**src/rtl/board_pkg.sv**
```systemverilog
// Board-wide constants shared by the front-end blocks.
// Timing values for the 27 MHz board clock and the push-button settle time.
package board_pkg;

  localparam int CLK_HZ      = 27_000_000;
  localparam int DEBOUNCE_MS = 10;

endpackage

```
**src/rtl/debounce_bit.sv**
```systemverilog
// One button channel: two-flop synchroniser, stability counter, debounced level
// and registered press/release pulses.
module debounce_bit #(
  parameter int DEBOUNCE_CYCLES = 4
) (
  input  logic clk,
  input  logic rst_n,
  input  logic btn_n,
  output logic level,
  output logic press_pulse,
  output logic release_pulse
);

  localparam int CNT_W = $clog2(DEBOUNCE_CYCLES);
  localparam logic [CNT_W-1:0] CNT_MAX = CNT_W'(DEBOUNCE_CYCLES - 1);

  logic             sync_meta;
  logic             sync;
  logic [CNT_W-1:0] cnt;

  // The counter tracks how long the synchronised level has disagreed with the
  // accepted level; any agreement clears it, so only an unbroken run flips state.
  always_ff @(posedge clk or negedge rst_n) begin
    if (!rst_n) begin
      sync_meta     <= 1'b0;
      sync          <= 1'b0;
      cnt           <= '0;
      level         <= 1'b0;
      press_pulse   <= 1'b0;
      release_pulse <= 1'b0;
    end else begin
      sync_meta     <= ~btn_n;
      sync          <= sync_meta;
      press_pulse   <= 1'b0;
      release_pulse <= 1'b0;
      if (sync == level) begin
        cnt <= '0;
      end else if (cnt == CNT_MAX) begin
        level         <= sync;
        cnt           <= '0;
        press_pulse   <= sync;
        release_pulse <= ~sync;
      end else begin
        cnt <= cnt + CNT_W'(1);
      end
    end
  end

endmodule

```
**src/rtl/btn_debounce.sv**
```systemverilog
// Push-button front end: WIDTH independent debounce channels turning raw
// active-low pins into clean active-high level, press and release signals.
module btn_debounce
  import board_pkg::*;
#(
  parameter int WIDTH           = 5,
  parameter int DEBOUNCE_CYCLES = (CLK_HZ / 1000) * DEBOUNCE_MS
) (
  input  logic             clk,
  input  logic             rst_n,
  input  logic [WIDTH-1:0] btn,
  output logic [WIDTH-1:0] btn_state,
  output logic [WIDTH-1:0] btn_press,
  output logic [WIDTH-1:0] btn_release
);

  for (genvar i = 0; i < WIDTH; i++) begin : g_ch
    debounce_bit #(
      .DEBOUNCE_CYCLES(DEBOUNCE_CYCLES)
    ) u_bit (
      .clk          (clk),
      .rst_n        (rst_n),
      .btn_n        (btn[i]),
      .level        (btn_state[i]),
      .press_pulse  (btn_press[i]),
      .release_pulse(btn_release[i])
    );
  end

endmodule

```
**config.mk**
```make
export PLATFORM = sky130hd
export DESIGN_NAME = btn_debounce
export DESIGN_NICKNAME = d
export VERILOG_FILES = /design/src/rtl/board_pkg.sv /design/src/rtl/debounce_bit.sv /design/src/rtl/btn_debounce.sv
export SDC_FILE = /design/constraint.sdc
export NUM_CORES = 1
export LEC_CHECK = 0
export ABC_AREA = 0
export BUFFER_PORTS_ARGS = -buffer_cell sky130_fd_sc_hd__buf_2
export CAP_MARGIN = 30
export CORE_MARGIN = 4
export CORE_UTILIZATION = 66
export DETAILED_ROUTE_END_ITERATION = 12
export PLACE_DENSITY_LB_ADDON = 0.05
export SYNTH_ARGS = -nofsm -noshare
export SYNTH_HDL_FRONTEND = slang
export SYNTH_SLANG_ARGS = --single-unit
```
**constraint.sdc**
```tcl
create_clock -name clk -period 4.75 [get_ports clk]
set_clock_uncertainty 0.15 [all_clocks]
set_input_delay 0.2375 -clock clk [delete_from_list [all_inputs] [get_ports clk]]
set_output_delay 0.2375 -clock clk [all_outputs]
set_load 0.02 [all_outputs]
```
==> flow_results.xml <==
<?xml version="1.0" encoding="UTF-8"?>
<metrics>
  <group name="placed_design">
    <metric name="preCtsSetupSlack" unit="ns">2.52</metric>
    <metric name="detailedPlacementHpwl" unit="mm">6.68</metric>
    <metric name="gpl_congestion" unit="">0.882</metric>
    <metric name="port_buffers" unit="">21</metric>
  </group>
  <group name="timing">
    <metric name="period_share" unit="">0.473</metric>
    <metric name="final-hold-violation-count" unit="">0</metric>
    <metric name="achievable-frequency" unit="MHz">445</metric>
    <metric name="clock_period_minus_worst_slack" unit="ns">2.25</metric>
    <metric name="timing.final.ws_setup" unit="ns">2.50</metric>
    <metric name="setup_viol" unit="">0</metric>
    <metric name="report.final.slew_viol_count" unit="">0</metric>
    <metric name="grt_setup_unrepaired" unit="">no</metric>
    <metric name="worst_margin_slew" unit="ns">0.931</metric>
    <metric name="totalNegativeSetupSlack" unit="ns">0</metric>
    <metric name="timing.max_slew.rel_slack" unit="">0.377</metric>
  </group>
  <group name="route">
    <metric name="detail_route.first_pass.iterations" unit="">4</metric>
    <metric name="met2WireLength" unit="mm">4.89</metric>
    <metric name="wire_per_inst" unit="um">14.9</metric>
    <metric name="route.final.wire_length" unit="mm">10.3</metric>
    <metric name="route.detailed.drc" unit="">0</metric>
    <metric name="avgViaCountPerCell" unit="">5.90</metric>
    <metric name="drt-initial-drc-count" unit="">183</metric>
    <metric name="drtAntennaViolNets" unit="">0</metric>
    <metric name="drt-met1-wl" unit="mm">4.84</metric>
    <metric name="via_count" unit="">4066</metric>
    <metric name="met3WireLength" unit="um">350</metric>
    <metric name="maxUsedRoutingLayer" unit="">met4</metric>
  </group>
  <group name="power_and_ir_drop">
    <metric name="power_density_over_the_cells" unit="nW/um2">361</metric>
    <metric name="worst_ir_drop_vdd" unit="mV">0.280</metric>
    <metric name="leakagePower" unit="nW">2.80</metric>
  </group>
  <group name="floorplanning">
    <metric name="num_rows" unit="">33</metric>
    <metric name="die-area" unit="um2">10300</metric>
    <metric name="die-width" unit="um">101</metric>
    <metric name="die-height" unit="um">101</metric>
    <metric name="start_util" unit="">0.690</metric>
    <metric name="io-pin-count" unit="">22</metric>
    <metric name="core" unit="um2">8340</metric>
  </group>
  <group name="clocking">
    <metric name="cts-resized-gates" unit="">0</metric>
    <metric name="clk_latency" unit="ns">0.51</metric>
    <metric name="clockRootBuffer" unit="">sky130_fd_sc_hd__clkbuf_8</metric>
    <metric name="clkSinkCount" unit="">120</metric>
    <metric name="tritoncts" unit="">done</metric>
    <metric name="htree_num_levels" unit="">4</metric>
    <metric name="maximum_root_to_sink_buffer_count" unit="">2</metric>
    <metric name="clk_pin_slew" unit="ns">0.06</metric>
    <metric name="cts_inserted_buffers" unit="">17</metric>
  </group>
  <group name="synthesis">
    <metric name="seq_area_frac_synth" unit="">0.522</metric>
    <metric name="netlist-cell-type-count" unit="">42</metric>
    <metric name="synth_cells" unit="">553</metric>
    <metric name="share_of_synthesized_flip_flops_with_an_asynchronous_set_or_reset" unit="">1.00</metric>
    <metric name="synthesis.nets" unit="">565</metric>
    <metric name="netlist_area" unit="um2">5760</metric>
    <metric name="postSynthRegisterBits" unit="">120</metric>
    <metric name="ys_top_cells_by_area" unit="">sky130_fd_sc_hd__dfrtp_1 (52%), sky130_fd_sc_hd__xor2_1 (6.7%), sky130_fd_sc_hd__nor2_1 (5.4%)</metric>
    <metric name="synth.yosys.warnings" unit="">0</metric>
    <metric name="post_synth.cell_area_avg" unit="um2">10.4</metric>
    <metric name="synth_top_area_share" unit="">0.522</metric>
    <metric name="number_of_synthesized_flops_with_an_enable_pin" unit="">0</metric>
    <metric name="dominant_synthesized_flop_cell" unit="">sky130_fd_sc_hd__dfrtp_1</metric>
    <metric name="post-synth-top-area-cell" unit="">sky130_fd_sc_hd__dfrtp_1</metric>
  </group>
  <group name="worst_setup_path">
    <metric name="critical_path_class" unit="">reg -&gt; reg</metric>
    <metric name="timing.critical_path.required" unit="ns">4.94</metric>
    <metric name="timing.critical_path.to_type" unit="">flop</metric>
    <metric name="setup.worst_path.start_class" unit="">flop</metric>
    <metric name="crit_path_max_incr_delay" unit="ns">0.79</metric>
    <metric name="worst_path_max_delay_cell" unit="">sky130_fd_sc_hd__o41ai_4</metric>
    <metric name="timing.critical_path.cells" unit="">ha_1, and3_1, nand4_1, o41ai_4, a21oi_1</metric>
    <metric name="setup.reg_to_reg.worst_slack" unit="ns">2.50</metric>
    <metric name="timing.critical_path.fanout_max" unit="">18</metric>
    <metric name="critPathArrivalTime" unit="ns">2.44</metric>
  </group>
  <group name="global_routing">
    <metric name="grt_first_pass_wirelength" unit="mm">18.1</metric>
    <metric name="grt_max_degree" unit="">74</metric>
    <metric name="first_global_vias" unit="">4050</metric>
    <metric name="total_gr_overflow" unit="">0</metric>
    <metric name="antenna_violations_before_repair" unit="">0</metric>
    <metric name="grtUsageTotal" unit="">0.223</metric>
  </group>
  <group name="hold_path">
    <metric name="hp-class" unit="">reg -&gt; reg</metric>
  </group>
  <group name="cells_and_area">
    <metric name="final_layout_size_suffix_gt1_frac" unit="">0.115</metric>
    <metric name="layout.cells.most_common_list" unit="">sky130_fd_sc_hd__dfrtp_1 (120), sky130_fd_sc_hd__nor2_1 (83), sky130_fd_sc_hd__xor2_1 (44)</metric>
    <metric name="diodes" unit="">0</metric>
    <metric name="final_net_count" unit="">583</metric>
    <metric name="synthToLayoutAreaGrowth" unit="%">12.6</metric>
    <metric name="final_common_cell" unit="">sky130_fd_sc_hd__dfrtp_1</metric>
  </group>
  <group name="job">
    <metric name="cap_viol_max_count" unit="">0</metric>
  </group>
  <group name="status">
    <metric name="outcome" unit="">completed</metric>
  </group>
</metrics>
-- final timing paths --
check	end	from	cells after the start
hold / removal	g_ch[1].u_bit.sync	g_ch[1].u_bit.sync_meta	0
max in group asynchronous	g_ch[3].u_bit.cnt[12]	rst_n	3
setup / recovery	g_ch[4].u_bit.cnt[15]	g_ch[4].u_bit.cnt[0]	5
hold reg to reg	g_ch[1].u_bit.sync	g_ch[1].u_bit.sync_meta	0
min in group asynchronous	g_ch[0].u_bit.cnt[10]	rst_n	2
setup reg to reg	g_ch[4].u_bit.cnt[15]	g_ch[4].u_bit.cnt[0]	5
-- final cells by class --
type                       count  area (um2)
clock buffer                  21         459
clock inverter                11         123
fill                         571        1860
inverter                      12        45.0
multi-input combinational    390        2520
sequential                   120        3000
tap                          105         131
timing repair buffer          30         198
-- worst max-delay path, delay by kind of cell (launching register included) --
family | cells | cell delay, ns
AO/OA/AOI/OAI | 2 | 0.90
flip-flops | 1 | 0.39
AND/OR/NAND/NOR | 2 | 0.39
adder cells (fa/ha/maj) | 1 | 0.25
-- registers in the layout (all words and copies together) (netlist names) --
register	cells
g_ch.u_bit.level	5
g_ch.u_bit.press_pulse	5
g_ch.u_bit.sync_meta	5
g_ch.u_bit.release_pulse	5
g_ch.u_bit.cnt	95
g_ch.u_bit.sync	5
-- cells by family (layout without fill, tap and decap cells) --
kind of cell / after synthesis / after routing / share of synthesized area
xor gates and xnor gates: 76 / 76 / 0.116
buffers and inverters: 43 / 74 / 0.0404
adders and majority gates: 5 / 5 / 0.0109
and+or+nand+nor: 270 / 270 / 0.259
DFF: 120 / 120 / 0.522
AOI/OAI and AO/OA: 34 / 34 / 0.0419
muxes: 5 / 5 / 0.0104
-- synthesized netlist by cell type (4+ instances only) --
| master | count |
|---|---|
| sky130_fd_sc_hd__ha_1 | 5 |
| sky130_fd_sc_hd__nor4_1 | 13 |
| sky130_fd_sc_hd__buf_2 | 9 |
| sky130_fd_sc_hd__inv_1 | 12 |
| sky130_fd_sc_hd__dfrtp_1 | 120 |
| sky130_fd_sc_hd__nor2_1 | 83 |
| sky130_fd_sc_hd__xnor2_1 | 32 |
| sky130_fd_sc_hd__nand3_1 | 33 |
| sky130_fd_sc_hd__mux2_1 | 4 |
| sky130_fd_sc_hd__nand2_1 | 24 |
| sky130_fd_sc_hd__nand4_1 | 34 |
| sky130_fd_sc_hd__o21ai_0 | 8 |
| sky130_fd_sc_hd__nor4b_1 | 4 |
| sky130_fd_sc_hd__buf_4 | 16 |
| sky130_fd_sc_hd__nor3b_1 | 11 |
| sky130_fd_sc_hd__and3_1 | 15 |
| sky130_fd_sc_hd__clkbuf_1 | 6 |
| sky130_fd_sc_hd__nor3_1 | 5 |
| sky130_fd_sc_hd__or3_1 | 12 |
| sky130_fd_sc_hd__and4_1 | 14 |
| sky130_fd_sc_hd__a21oi_1 | 15 |
| sky130_fd_sc_hd__xor2_1 | 44 |
| sky130_fd_sc_hd__or4_1 | 7 |
-- power breakdown --
group          total [W]  switching, W  internal [W]
sequential       0.00105     0.0000145       0.00104
clock            0.00122      0.000438      0.000785
combinational  0.0000620     0.0000412     0.0000208
total            0.00234      0.000494       0.00184
-- through the flow --
stage | power, W | cells | hold WS [ns] | util | cell area (um2)
after detailed placement | 0.00113 | 651 | 0.189 | 0.700 | 5840
after global placement | 0.00113 | 649 | 0.184 | 0.697 | 5820
after CTS | 0.00236 | 689 | 0.201 | 0.777 | 6480
after floorplan | 0.00110 | 553 | -0.208 | - | 5760
final | 0.00234 | 689 | 0.199 | 0.777 | 6480
after global routing | 0.00243 | 689 | 0.207 | 0.777 | 6480
-- what timing repair did --
item	CTS	global route
setup endpoints to repair	0	0
buffers inserted	0	0
endpoints found under the hold margin	77	0
hold buffers	6	0
-- per-layer routing --
layer  global-route usage  up-vias
li1                     -     1980
met1                0.300     1994
met2                0.345       73
met3               0.0517       19
met4                0.103        0
met5                    0        -
(Power assumes the default switching activity.)
